<file path="src/rtl/cpu_mem_pkg.sv">
// rtl/cpu_mem_pkg.sv - shared state, lane-mask and request-kind encodings for the memory responder
package cpu_mem_pkg;

  typedef enum logic [2:0] {
    S_IDLE,
    S_WAIT_GRANT,
    S_IO_ACCESS,
    S_READ_DATA,
    S_DONE
  } state_t;

  typedef enum logic [1:0] {
    K_STORE,
    K_LOAD,
    K_POKE,
    K_PEEK
  } kind_t;

  localparam logic [1:0] MASK_WORD = 2'b11;
  localparam logic [1:0] MASK_HI   = 2'b10;
  localparam logic [1:0] MASK_LO   = 2'b01;

endpackage

</file>
<file path="src/rtl/load_byte_align.sv">
// rtl/load_byte_align.sv - moves the selected byte lane to [7:0] and zero/sign-extends it
module load_byte_align
  import cpu_mem_pkg::*;
#(
  parameter int BITS = 16
) (
  input  logic [BITS-1:0] i_data,
  input  logic [1:0]      i_mask,
  input  logic            i_sx,
  output logic [BITS-1:0] o_data
);

  logic [7:0] w_byte;
  logic       w_is_byte;

  assign w_byte    = (i_mask == MASK_HI) ? i_data[15:8] : i_data[7:0];
  assign w_is_byte = (i_mask == MASK_HI) || (i_mask == MASK_LO);
  assign o_data    = w_is_byte ? {{(BITS-8){i_sx & w_byte[7]}}, w_byte} : i_data;

endmodule

</file>
<file path="src/rtl/cpu_memory_responder.sv">
// rtl/cpu_memory_responder.sv - serves execute-stage load/store/peek/poke via the arbiter or IO bus and stalls until done
module cpu_memory_responder
  import cpu_mem_pkg::*;
#(
  parameter int BITS         = 16,
  parameter int ADDRESS_BITS = 16
) (
  input  logic                    CLK,
  input  logic                    RST,
  input  logic                    load_memory,
  input  logic                    store_memory,
  input  logic [ADDRESS_BITS-1:0] load_store_address,
  input  logic [BITS-1:0]         memory_out,
  input  logic [1:0]              memory_wr_mask,
  input  logic                    load_sx,
  input  logic                    port_rd,
  input  logic                    port_wr,
  input  logic [ADDRESS_BITS-1:0] port_address,
  input  logic [BITS-1:0]         port_out,
  output logic                    stall,
  output logic                    result_valid,
  output logic [BITS-1:0]         result_data,
  output logic                    bus_request,
  input  logic                    bus_grant,
  output logic [ADDRESS_BITS-2:0] bus_addr,
  output logic                    bus_wr,
  output logic [1:0]              bus_wr_mask,
  output logic [BITS-1:0]         bus_data_out,
  input  logic [BITS-1:0]         bus_data_in,
  output logic [ADDRESS_BITS-1:0] io_addr,
  output logic                    io_rd,
  output logic                    io_wr,
  output logic [BITS-1:0]         io_data_out,
  input  logic [BITS-1:0]         io_data_in
);

  state_t                  r_state;
  kind_t                   r_kind;
  logic [ADDRESS_BITS-1:0] r_addr;
  logic [BITS-1:0]         r_data;
  logic [1:0]              r_mask;
  logic                    r_sx;
  logic                    r_bus_request;
  logic                    r_bus_wr;
  logic                    r_io_rd;
  logic                    r_io_wr;
  logic                    r_result_valid;
  logic [BITS-1:0]         r_result_data;

  logic                    w_any_req;
  logic [BITS-1:0]         w_raw;
  logic [1:0]              w_align_mask;
  logic [BITS-1:0]         w_aligned;

  assign w_any_req = load_memory | store_memory | port_rd | port_wr;
  assign stall     = ((r_state == S_IDLE) && w_any_req) ||
                     ((r_state != S_IDLE) && (r_state != S_DONE));

  // IO reads bypass lane selection by forcing the word mask into the shared aligner
  assign w_raw        = (r_kind == K_PEEK) ? io_data_in : bus_data_in;
  assign w_align_mask = (r_kind == K_PEEK) ? MASK_WORD : r_mask;

  load_byte_align #(.BITS(BITS)) u_align (
    .i_data (w_raw),
    .i_mask (w_align_mask),
    .i_sx   (r_sx),
    .o_data (w_aligned)
  );

  always_ff @(posedge CLK) begin
    if (RST) begin
      r_state        <= S_IDLE;
      r_kind         <= K_STORE;
      r_addr         <= '0;
      r_data         <= '0;
      r_mask         <= '0;
      r_sx           <= 1'b0;
      r_bus_request  <= 1'b0;
      r_bus_wr       <= 1'b0;
      r_io_rd        <= 1'b0;
      r_io_wr        <= 1'b0;
      r_result_valid <= 1'b0;
      r_result_data  <= '0;
    end else begin
      case (r_state)
        S_IDLE: begin
          r_result_valid <= 1'b0;
          if (store_memory || load_memory) begin
            r_kind        <= store_memory ? K_STORE : K_LOAD;
            r_addr        <= load_store_address;
            r_data        <= memory_out;
            r_mask        <= memory_wr_mask;
            r_sx          <= load_sx;
            r_bus_request <= 1'b1;
            r_bus_wr      <= store_memory;
            r_state       <= S_WAIT_GRANT;
          end else if (port_wr || port_rd) begin
            r_kind  <= port_wr ? K_POKE : K_PEEK;
            r_addr  <= port_address;
            r_data  <= port_out;
            r_mask  <= MASK_WORD;
            r_sx    <= 1'b0;
            r_io_wr <= port_wr;
            r_io_rd <= ~port_wr;
            r_state <= S_IO_ACCESS;
          end
        end
        S_WAIT_GRANT: begin
          if (bus_grant) begin
            r_bus_request <= 1'b0;
            r_bus_wr      <= 1'b0;
            if (r_kind == K_STORE) r_state <= S_DONE;
            else                   r_state <= S_READ_DATA;
          end
        end
        S_IO_ACCESS: begin
          r_io_rd <= 1'b0;
          r_io_wr <= 1'b0;
          if (r_kind == K_POKE) r_state <= S_DONE;
          else                  r_state <= S_READ_DATA;
        end
        S_READ_DATA: begin
          r_result_data  <= w_aligned;
          r_result_valid <= 1'b1;
          r_state        <= S_DONE;
        end
        S_DONE: begin
          r_result_valid <= 1'b0;
          r_state        <= S_IDLE;
        end
        default: r_state <= S_IDLE;
      endcase
    end
  end

  assign result_valid = r_result_valid;
  assign result_data  = r_result_data;
  assign bus_request  = r_bus_request;
  assign bus_wr       = r_bus_wr;
  assign bus_addr     = r_addr[ADDRESS_BITS-1:1];
  assign bus_wr_mask  = r_mask;
  assign bus_data_out = r_data;
  assign io_addr      = r_addr;
  assign io_rd        = r_io_rd;
  assign io_wr        = r_io_wr;
  assign io_data_out  = r_data;

endmodule

</file>
<file path="config.mk">
export PLATFORM = sky130hd
export DESIGN_NAME = cpu_memory_responder
export DESIGN_NICKNAME = d
export VERILOG_FILES = /design/src/rtl/cpu_mem_pkg.sv /design/src/rtl/load_byte_align.sv /design/src/rtl/cpu_memory_responder.sv
export SDC_FILE = /design/constraint.sdc
export NUM_CORES = 1
export LEC_CHECK = 0
export ABC_AREA = 1
export BUFFER_PORTS_ARGS = -buffer_cell sky130_fd_sc_hd__buf_2
export CAP_MARGIN = 20
export CORE_MARGIN = 2
export CORE_UTILIZATION = 44
export CTS_CLUSTER_DIAMETER = 120
export CTS_CLUSTER_SIZE = 30
export DETAILED_ROUTE_END_ITERATION = 16
export GPL_TIMING_DRIVEN = 0
export PLACE_DENSITY = 0.81
export SLEW_MARGIN = 10
export SYNTH_ARGS = -nofsm -noshare
export SYNTH_HDL_FRONTEND = slang
export SYNTH_HIERARCHICAL = 1
export SYNTH_SLANG_ARGS = --single-unit
</file>
<file path="constraint.sdc">
create_clock -name CLK -period 2.35 [get_ports CLK]
set_input_delay 0.1175 -clock CLK [delete_from_list [all_inputs] [get_ports CLK]]
set_output_delay 0.1175 -clock CLK [all_outputs]
set_load 0.02 [all_outputs]
</file>
# --- Word-level counts from Yosys, hierarchy flattened ---
# Index checks and enable logic that the tools add are counted.
totals:
  output_inout_bits: 87
  wordCells: 83
  register_bits: 61
classes:
  bitwise_logic: 5
  n_eq_ne: 14
  mux: 34
  n_reduce_logical: 18
ops:
  columns: ["cell", "count"]
  rows:
  - ["$mux 16", 6]
  - ["$mux 3", 5]
  - ["$pmux 3 s4", 1]
  - ["$mux 1", 11]
  - ["$mux 2", 5]
  - ["$pmux 1 s2", 5]
  - ["$mux 8", 1]
  - ["$reduce_bool 2->1", 4]
  - ["$eq 2x2->1 const B", 3]
  - ["$eq 3x2->1 const B", 2]
  - ["$reduce_and 3->1", 2]
  - ["$logic_or 1x1->1", 4]
  - ["$ne 2x1->1 const B", 2]
  - ["$ne 2x2->1 const B", 2]
  - ["$reduce_and 2->1", 2]
  - ["$eq 3x1->1 const B", 1]
  - ["$eq 3x3->1 const B", 1]
  - ["$logic_not 3->1", 1]
  - ["$ne 3x1->1 const B", 1]
  - ["$ne 3x3->1 const B", 1]
  - ["$or 1x1->1", 3]
  - ["$reduce_bool 3->1", 1]
  - ["$eq 2x1->1 const B", 1]
  - ["$logic_and 1x1->1", 2]
  - ["4 further kinds", 4]

# --- Logic depth before layout (Yosys ltp) ---
# Gate-level depths: netlist (run 1).
depth:
  depth_word: 6
  ltp_mapped: 13

# --- Cells and area by module ---
# Netlist (run 1), hierarchy kept.
by_module_without_submodules:
  columns: ["mod", "area_per_inst_um2", "seq_area_each_um2", "cells_each", "instances"]
  rows:
  - ["cpu_memory_responder", 3091.7, 1221.2, 443, 1]
  - ["load_byte_align", 220.2, 0.0, 48, 1]

# --- Worst setup path before layout (run 1) ---
# Ideal clock, no wire load.
synth_path:
  path_type: "register to register"
  startpoint: "reg r_kind[1]"
  endpoint: "reg r_result_data[10], in the netlist result_data[10]"
  setup_ps: 116
  period_less_slack_ps: 1776
  n_path_buf: 2
  path_slack_ps: 574
  path_stages_with_launch: 11
  t_arrival_ps: 1660
  cell_sequence: "dfxtp_1 -> nand2_1 -> buf_2 -> nand2_1 -> ha_1 -> clkbuf_2 -> nor2_2 -> nand2_4 -> nand2_1 -> o21ai_0 -> nor2_1"
synth_via:
  elab_chain_len: 6
  elab_cells_between_ends: 9
  classes_between: "eq/ne (3); mux (4); bitwise (1); reduce/logical (1)"
synth_rtl:
  columns: ["element", "line", "source"]
  rows:
  - ["from (decl)", "cpu_memory_responder.sv:38", "kind_t r_kind;"]
  - ["from (signal assigned)", "cpu_memory_responder.sv:89", "r_kind <= store_memory ? K_STORE : K_LOAD;"]
  - ["from (signal assigned)", "cpu_memory_responder.sv:98", "r_kind <= port_wr ? K_POKE : K_PEEK;"]
  - ["$eq 2x2->1 (*)", "cpu_memory_responder.sv:61", "assign w_align_mask = (r_kind == K_PEEK) ? MASK_WORD : r_mask;"]
  - ["$mux 2 (*)", "cpu_memory_responder.sv:61", null]
  - ["named net w_align_mask[1]", "cpu_memory_responder.sv:52", "logic [1:0] w_align_mask;"]
  - ["$eq 2x2->1", "load_byte_align.sv:16, load_byte_align.sv:17", null]
  - ["$mux 8", "load_byte_align.sv:16", "assign w_byte = (i_mask == MASK_HI) ? i_data[15:8] : i_data[7:0];"]
  - ["$and 1x1->1", "load_byte_align.sv:18", "assign o_data = w_is_byte ? {{(BITS-8){i_sx & w_byte[7]}}, w_byte} : i_data;"]
  - ["$mux 16 (*)", "load_byte_align.sv:18", null]
  - ["named net w_aligned[10]", "cpu_memory_responder.sv:53", "logic [BITS-1:0] w_aligned;"]
  - ["to (signal assigned)", "cpu_memory_responder.sv:123", "r_result_data <= w_aligned;"]
  - ["to (decl)", "cpu_memory_responder.sv:48", "logic [BITS-1:0] r_result_data;"]
# The timed path passes the listed nets; every way through them passes the cells marked *.
# A chain may end at the register's enable or synchronous reset.

# --- Worst setup path after layout (run 1) ---
layout_path:
  startpoint: "reg r_kind[1]"
  endpoint: "reg r_result_data[8], in the netlist result_data[8]"
# Same word-level chain as after synthesis.

==> results_dict.tcl, run 1 <==
set metrics [dict create \
    grt_pass1_vias 3475 \
    dr.first_iter.drc_count 127 \
    insertedDiodeCount 0 \
    use_met3_pct 6.34 \
    p_leak_nw 2.61 \
    post-cts-setup-buffers 0 \
    gr-total-overflow 0 \
    cts_tree "built" \
    arrival_ns 2.36 \
    yosysSeqAreaShare_pct 36.9 \
    cts_buffers 9 \
    fin_ws_ns 0.206 \
    cp-endpoint "result_data[8]" \
    critPathLaunchType "flip-flop" \
    status "complete, no violations" \
    irDropWorstVdd_v 0.000656 \
    drv_cap 0 \
    syn-mean-instance-area_um2 6.75 \
    slew_headroom_pct 70.8 \
    critPathLaunch "r_kind[1]" \
    post_route_cells_drive_above_1_share_pct 40.1 \
    cts_root_buf "clkbuf_8" \
    boundaryPins 193 \
    cts_resized 0 \
    syn-instance-count 491 \
    finalWeightedCongestion 0.911 \
    final_common_cell "buf_2" \
    ys.flop_type "dfxtp_1" \
    vias_per_cell 4.75 \
    ys_async_sr_fraction_pct 0 \
    grt-busiest-layer "met2" \
    grtUsageMet1_pct 24.5 \
    clk-insertion-delay-late_ns 0.33 \
    antenna_found_initial 0 \
    slew_viol_final 0 \
    min_period_over_period_pct 91.2 \
    p_per_area_nw_per_um2 1280 \
    endpoint_kind "flip-flop" \
    min_period_ns 2.14 \
    r2r_slack_ns 0.21 \
    timing_hold_violations_final 0 \
    routed_wl_um 9710 \
    setup_tns_ns 0 \
    synth_seq_cells 61 \
    portBuffers 191 \
    clock.fmax_mhz 466 \
    required_ns 2.56 \
    std_cell_rows 31 \
    dp_hpwl_um 7770 \
    hp-class "in -> reg" \
    cts.clk_slew.worst_paths_ns 0.07 \
    die-area_um2 8240 \
    drtPass1Iterations 4 \
    max_slew.worst_pin.slew_ns 0.438 \
    yosys_warnings 6 \
    path_class "reg -> reg" \
    rr_worst_depth 10 \
    dpl_worst_slack_ns 0.245 \
    area_growth_pct 37.6 \
    grtUsageMet2_pct 41.7 \
    die_h_um 90.8 \
    start_util_pct 45.7 \
    clock_skew_ns 0.00628 \
    reg2reg_to "result_data[8]" \
    rsz0062_at_grt "false" \
    synth-edff-count 0 \
    vias 3779 \
    synth_nets 598 \
    fin_nets 800 \
    htree_levels 3 \
    grt_max_degree 11 \
    crit_fanout 10 \
    synth_area_um2 3310 \
    clock-sinks 61 \
    grt_pass1_wl_um 15400 \
    mostFrequentLayoutCells "196 x buf_2, 151 x nand2_1, 108 x nor2_1, 61 x dfxtp_1, 46 x o21ai_0" \
    core_um2 7250 \
    ant_nets 0 \
    timing.rr.start "r_kind[1]" \
    whs_ns 0.0340 \
    die_w_um 90.8 \
    wl_per_cell_um 12.2 \
    ys_types 27 \
    grt.total_usage_pct 22.7 \
    drc_errors 0 \
    clockBufferDepth 2 \
    hold_buffers 0 \
    setup_viol 0 \
]
==> worst min-delay path by stage <==
stage                        from    to  slack [ns]  cells after the start
final                     load_sx  r_sx        0.03                      3
after CTS                 load_sx  r_sx        0.03                      3
after detailed placement  load_sx  r_sx        0.38                      3
after global routing      load_sx  r_sx        0.04                      3
after global placement    load_sx  r_sx        0.38                      3
after floorplan           load_sx  r_sx        0.26                      2
==> Yosys cell counts (2+ instances only) <==
library cell  instances  share of area [%]
buf_2                 5               0.76
nor2_1              108                 12
buf_6                 7                2.4
nand2_1             151                 17
inv_2                 2               0.23
clkbuf_1              6               0.68
inv_1                12                1.4
mux2_2               16                5.4
buf_1                 3               0.34
nand3_1               5               0.76
o21ai_1              10                1.5
nor2_4                3                1.0
buf_4                32                7.3
nand2_4               2               0.68
dfxtp_1              61                 37
a21oi_1               9                1.4
nand2_2               4               0.76
o21ai_0              46                7.0
==> per-stage QoR <==
step	power (mW)	cells	area [um2]	util, %
after floorplan	4.08	491	3310	-
after global placement	4.99	781	4390	60.5
after detailed placement	5.07	781	4390	60.5
after CTS	5.87	795	4560	62.8
after global routing	6.25	795	4560	62.8
final	5.83	795	4560	62.8
==> cells by family after synthesis <==
kind of cell / Yosys count / synth area share, %
simple gates: 276 / 33.4
buf+inv: 70 / 13.6
compound gates: 67 / 10.3
flops: 61 / 36.9
mux: 16 / 5.44
fa+ha+maj: 1 / 0.378
==> final cells by class <==
cell class / count / area (um2)
fillers: 681 / 2700
well taps: 99 / 124
repair buffers: 191 / 956
multi-input cells: 360 / 1640
inverters: 16 / 67.6
clock inverters: 2 / 10.0
plain buffers: 54 / 383
flip-flops and latches: 61 / 1220
clock buffers: 12 / 155
==> critical path, cell delays in order (launching register included) <==
cell,delay [ns]
dfxtp_1,0.33
nand2_1,0.33
buf_2,0.33
nand2_1,0.08
ha_1,0.27
clkbuf_2,0.19
nor2_2,0.08
nand2_4,0.11
nand2_1,0.06
o21ai_0,0.19
nor2_1,0.06
==> state kept, by name, indices dropped and copies added, names as in the netlist <==
| name | flops |
|---|---|
| bus_data_out | 16 |
| io_addr | 16 |
| result_data | 16 |
| r_state | 3 |
| bus_wr_mask | 2 |
| r_kind | 2 |
| bus_request | 1 |
| bus_wr | 1 |
| io_rd | 1 |
| io_wr | 1 |
| r_sx | 1 |
| result_valid | 1 |
==> metal layers <==
layer | wire length [um] | up-vias
li1 | - | 1914
met1 | 3930 | 1677
met2 | 4790 | 168
met3 | 808 | 20
met4 | 191 | 0
met5 | 0 | -
==> power by group <==
group	switching, mW	internal (mW)	leakage [nW]
logic	2.05	1.33	2.02
registers	0.263	1.40	0.503
clock network	0.371	0.425	0.0881
Power figures use the tool's default switching activity.
==> inputs of run 2 (changes only) <==
Settings changed: PLACE_DENSITY 0.81 to 0.78, SYNTH_HIERARCHICAL 1 to not set.
==> run 2 against run 1 <==
  * Sequential share of layout area fell by 0.41 points
  * Non-clock buffer count up 6
  * Register-to-register slack lost 0.10 ns
  * Critical endpoint is now result_data[9]
  * Die area decreased by 0.36%
  * Global-route usage up 1.6 points
  * Largest cell class unchanged
==> results_dict.tcl, run 2 <==
set metrics [dict create \
    drtPass1Iterations 4 \
    synth_area_um2 3300 \
    ys_async_sr_fraction_pct 0 \
    boundaryPins 193 \
    grt_pass1_wl_um 16500 \
    synth_commonest_cells "171 x nand2_1, 92 x nor2_1, 61 x dfxtp_1" \
    clk-insertion-delay-late_ns 0.33 \
    switchingPower_mw 2.32 \
    clkPwrFrac_pct 19.0 \
    crit_path_max_incr_delay_ns 0.37 \
    use_met3_pct 5.51 \
    grtUsageMet2_pct 43.7 \
    clockBufferDepth 2 \
    routed_wl_um 10100 \
    yosysSeqAreaShare_pct 37.0 \
    p_leak_nw 2.69 \
    yosys_warnings 0 \
    switching_share_pct 43.3 \
    synth-edff-count 0 \
    yosysMostFrequentCell "nand2_1" \
    arrival_ns 2.50 \
    clock-sinks 61 \
    grt_max_degree 11 \
    path_class "reg -> reg" \
    grt_pass1_vias 3658 \
    path_cells "nand2_4 > inv_2 > buf_4 > or2_2 > ha_1 > buf_2 > nor2_4 > nand3_1 > nand2_1 > nand2_2 > a21oi_1" \
    mostFrequentLayoutCells "202 x buf_2, 170 x nand2_1, 92 x nor2_1, 61 x dfxtp_1, 37 x buf_4" \
    syn-mean-instance-area_um2 6.36 \
    grtUsageMet1_pct 27.8 \
    dr.first_iter.drc_count 129 \
    area_growth_pct 40.3 \
    start_util_pct 45.5 \
    setup_viol 0 \
    grt-busiest-layer "met2" \
    core_um2 7250 \
    path_buf_inv 3 \
    crit_fanout 10 \
    max_slew.worst_pin.slew_ns 0.471 \
    min_period_ns 2.25 \
    final_common_cell "buf_2" \
    die-area_um2 8210 \
    drc_errors 0 \
    rsz0062_at_grt "true" \
    grt.total_usage_pct 24.3 \
    clock_skew_ns 0.00978 \
    fin_nets 831 \
    yosys.area.top_type "dfxtp_1" \
    synth_top_area_share_pct 37.0 \
    htree_levels 3 \
    synth_area_leaders "dfxtp_1 37%, nand2_1 19%, nor2_1 10%, buf_4 7.7%, o21ai_1 5.3%" \
    ys_types 26 \
    cp_slowest_cell "dfxtp_1" \
    portBuffers 192 \
    status "complete, no violations" \
    cts_buffers 9 \
    power_frac_comb_pct 51.4 \
    cts_tree "built" \
    gr-total-overflow 0 \
    die_h_um 90.6 \
    syn-instance-count 519 \
    fin_ws_ns 0.101 \
    std_cell_rows 31 \
    seq_power_share_pct 29.5 \
    setup_tns_ns 0 \
    min_period_over_period_pct 95.7 \
    dpl_worst_slack_ns -0.106 \
    required_ns 2.60 \
    insertedDiodeCount 0 \
    endpoint_kind "flip-flop" \
    hp-class "in -> reg" \
    cts_root_buf "clkbuf_8" \
    antenna_found_initial 0 \
    clock.fmax_mhz 445 \
    ys.flop_type "dfxtp_1" \
    p_int_mw 3.04 \
    wl_per_cell_um 12.3 \
    cts.clk_slew.worst_paths_ns 0.07 \
    hold_buffers 0 \
    irDropWorstVdd_v 0.000385 \
    slew_viol_final 0 \
    post_route_cells_drive_above_1_share_pct 37.6 \
    die_w_um 90.6 \
    p_per_area_nw_per_um2 1160 \
    synth_seq_cells 61 \
    timing_hold_violations_final 0 \
    crit_family "simple AND/OR/NAND/NOR gates" \
    synth_nets 626 \
    finalWeightedCongestion 0.844 \
    vias_per_cell 4.71 \
    drv_cap 0 \
    utilization_pct 63.8 \
    critPathLaunchType "flip-flop" \
    slew_headroom_pct 68.6 \
    dp_hpwl_um 8120 \
    vias 3896 \
    ant_nets 0 \
]
run 2: cell types whose count changed after synthesis, sizes merged, moves of 2 or more:
cell and delta:
o21ai -5, buf +2, nor2 -16, inv +13
o22ai +2, mux2 -16, nor3 +2, a21oi +22
nand2 +18, nand3 +3
run 2: kinds of logic after synthesis:
family          Yosys count  share of synthesized area (%)
fa+ha+maj                 1                          0.379
flops                    61                           37.0
buf+inv                  85                           15.0
compound gates           86                           13.5
simple gates            286                           34.2
run 2: tightest hold or removal path, stage by stage:
cell	delay (ns)
buf_2	0.08
o22ai_1	0.07
nor2_1	0.08
run 2: power groups by stage:
stage / sequential, mW / combinational (mW) / clock (mW)
6_report: 1.58 / 2.76 / 1.02
5_1_grt: 1.62 / 3.01 / 1.07
4_1_cts: 1.58 / 2.75 / 1.03
3_5_place_dp: 1.60 / 2.74 / 0
3_3_place_gp: 1.58 / 2.69 / 0
2_1_floorplan: 1.88 / 1.59 / 0
run 2: layer usage:
layer | vias to the layer above | part of all wire, % | wire length, um
met5 | - | 0 | 0
met2 | 161 | 48 | 4910
li1 | 2006 | - | -
met4 | 0 | 2.2 | 222
met3 | 22 | 8.1 | 821
met1 | 1707 | 41 | 4190
run 2: path summary, 6_finish.rpt:
| path | startpoint | end | slack (ns) | cells after the start |
|---|---|---|---|---|
| setup / recovery | r_kind[1] | result_data[9] | 0.10 | 11 |
| hold / removal | memory_wr_mask[0] | bus_wr_mask[0] | 0.04 | 3 |
| setup reg to reg | r_kind[1] | result_data[9] | 0.10 | 11 |
| hold reg to reg | bus_wr | bus_wr | 0.47 | 2 |
run 2: final cells by class:
cell class | instances | area [um2]
clock inverter | 4 | 72.6
tap | 99 | 124
clock buffer | 11 | 141
fill | 669 | 2630
timing repair buffer | 194 | 976
inverter | 28 | 105
multi-input combinational | 373 | 1600
sequential | 61 | 1220
buffer | 57 | 392
run 2: timing repair:
action                                  in CTS  in global routing
endpoints found under the setup margin      16                 16
setup buffers                                0                  2
hold endpoints to repair                     0                  0
pin swaps                                    0                  1
gates resized for setup                      2                  3
run 2: metrics by stage:
stage	total power, mW	instance area (um2)	std cells	hold WS [ns]
2_1_floorplan	3.47	3300	519	0.265
3_3_place_gp	4.27	4380	810	0.385
3_5_place_dp	4.33	4380	810	0.382
4_1_cts	5.37	4610	825	0.0334
5_1_grt	5.70	4630	827	0.0605
6_report	5.36	4630	827	0.0422
==> inputs of run 3 (changes only) <==
Settings changed: HOLD_SLACK_MARGIN set to 0.1, MAX_ROUTING_LAYER set to met4.
==> run 3 against run 2 <==
  * Sequential share of layout area down 0.94 points
  * Wire length is 3.7% higher
  * First-iteration DRC count decreased by 12%
  * Hold slack improved by 0.055 ns
  * Largest power group unchanged
==> results_dict.tcl, run 3 (synthesis gave the netlist of run 2 again) <==
set metrics [dict create \
    clock.fmax_mhz 444 \
    timing_hold_violations_final 0 \
    p_per_area_nw_per_um2 1130 \
    min_period_ns 2.25 \
    slew_headroom_pct 68.3 \
    num-fill-cells 645 \
    htree_levels 3 \
    dp.cells 810 \
    drtPass1Iterations 4 \
    area_growth_pct 45.4 \
    utilization_pct 66.2 \
    critPathLaunchType "flip-flop" \
    path_class "reg -> reg" \
    die-area_um2 8210 \
    setup_viol 0 \
    cts.clk_slew.worst_paths_ns 0.07 \
    die_h_um 90.6 \
    routed_wl_um 10500 \
    use_met3_pct 4.84 \
    std_cell_rows 31 \
    cts_tree "built" \
    status "complete, no violations" \
    gr-total-overflow 0 \
    clock-sinks 61 \
    die_w_um 90.6 \
    slew_viol_final 0 \
    dp_hpwl_um 8120 \
    grt_max_degree 11 \
    p_leak_nw 2.76 \
    ant_nets 0 \
    cts_buffers 9 \
    start_util_pct 45.5 \
    clock_skew_ns 0.00931 \
    clockBufferDepth 2 \
    crit_fanout 10 \
    boundaryPins 193 \
    grt_pass1_wl_um 17000 \
    insertedDiodeCount 0 \
    arrival_ns 2.51 \
    min_period_over_period_pct 95.8 \
    drc_errors 0 \
    core_um2 7250 \
    r2r_slack_ns 0.1 \
    antenna_found_initial 0 \
    portBuffers 192 \
    grt.total_usage_pct 25.7 \
    mostFrequentLayoutCells "202 x buf_2, 170 x nand2_1, 92 x nor2_1, 61 x dfxtp_1, 37 x buf_4" \
    finalWeightedCongestion 0.857 \
    drv_cap 0 \
    clk-insertion-delay-late_ns 0.34 \
    max_slew.worst_pin.slew_ns 0.476 \
    final_cell_count_no_fill 844 \
    hp-class "in -> reg" \
    endpoint_kind "flip-flop" \
    vias 3988 \
    irDropWorstVdd_v 0.000389 \
    fin_nets 848 \
    wl_per_cell_um 12.5 \
    rsz0062_at_grt "true" \
    grt_pass1_vias 3744 \
    vias_per_cell 4.73 \
    post_route_cells_drive_above_1_share_pct 36.8 \
    grt-busiest-layer "met2" \
    grtUsageMet2_pct 45.7 \
    dr.first_iter.drc_count 114 \
    grtUsageMet1_pct 28.7 \
    required_ns 2.60 \
    final_common_cell "buf_2" \
    cts_root_buf "clkbuf_8" \
]
## run 3: area by class of cell
class / instances / area [um2] / share of cell area, %
repair buffers: 211 / 1150 / 23.9
plain buffers: 57 / 392 / 8.16
clock inverters: 4 / 72.6 / 1.51
multi-input cells: 373 / 1600 / 33.3
inverters: 28 / 105 / 2.19
clock buffers: 11 / 141 / 2.95
flip-flops and latches: 61 / 1220 / 25.4
well taps: 99 / 124 / 2.58
## run 3: final timing paths
kind / startpoint / endpoint / cells after the start
worst max-delay path: r_kind[0] / result_data[9] / 11
worst min-delay path: port_address[0] / io_addr[0] / 5
worst max register to register: r_kind[0] / result_data[9] / 11
worst min register to register: io_wr / io_wr / 2
## run 3: worst max-delay path, stage by stage (launching register included)
cell	delay, ns
dfxtp_1	0.36
nand2_4	0.14
inv_2	0.10
buf_4	0.18
or2_2	0.28
ha_1	0.27
buf_2	0.18
nor2_4	0.15
nand3_1	0.12
nand2_1	0.09
nand2_2	0.11
a21oi_1	0.17
## run 3: power by group
group	switching, mW	leakage (nW)	internal [mW]
logic	1.69	2.16	1.10
registers	0.246	0.503	1.34
clock network	0.410	0.105	0.619
total	2.35	2.76	3.06
## run 3: what timing repair did
action                     in CTS  in global routing
pin swaps                       0                  1
setup endpoints to repair      16                 16
buffers inserted                0                  2
hold buffers                   17                  0
hold endpoints to repair       16                  0
gates resized for setup         2                  3
## run 3: stage by stage
| step | setup WS [ns] | setup TNS, ns | total power [mW] | cell area [um2] | hold WS, ns |
|---|---|---|---|---|---|
| after floorplan | 0.231 | 0 | 3.47 | 3300 | 0.265 |
| after global placement | -0.0519 | -0.379 | 4.27 | 4380 | 0.385 |
| after detailed placement | -0.106 | -1.23 | 4.33 | 4380 | 0.382 |
| after CTS | 0.00321 | 0 | 5.39 | 4780 | 0.100 |
| after global routing | -0.0118 | -0.0118 | 5.73 | 4800 | 0.127 |
| final | 0.0980 | 0 | 5.40 | 4800 | 0.0973 |
## run 3: layer usage
layer	part of all wire, %	vias to the layer above
met5	0	-
met2	49	162
met3	7.4	20
met4	2.1	0
met1	42	1771
li1	-	2035
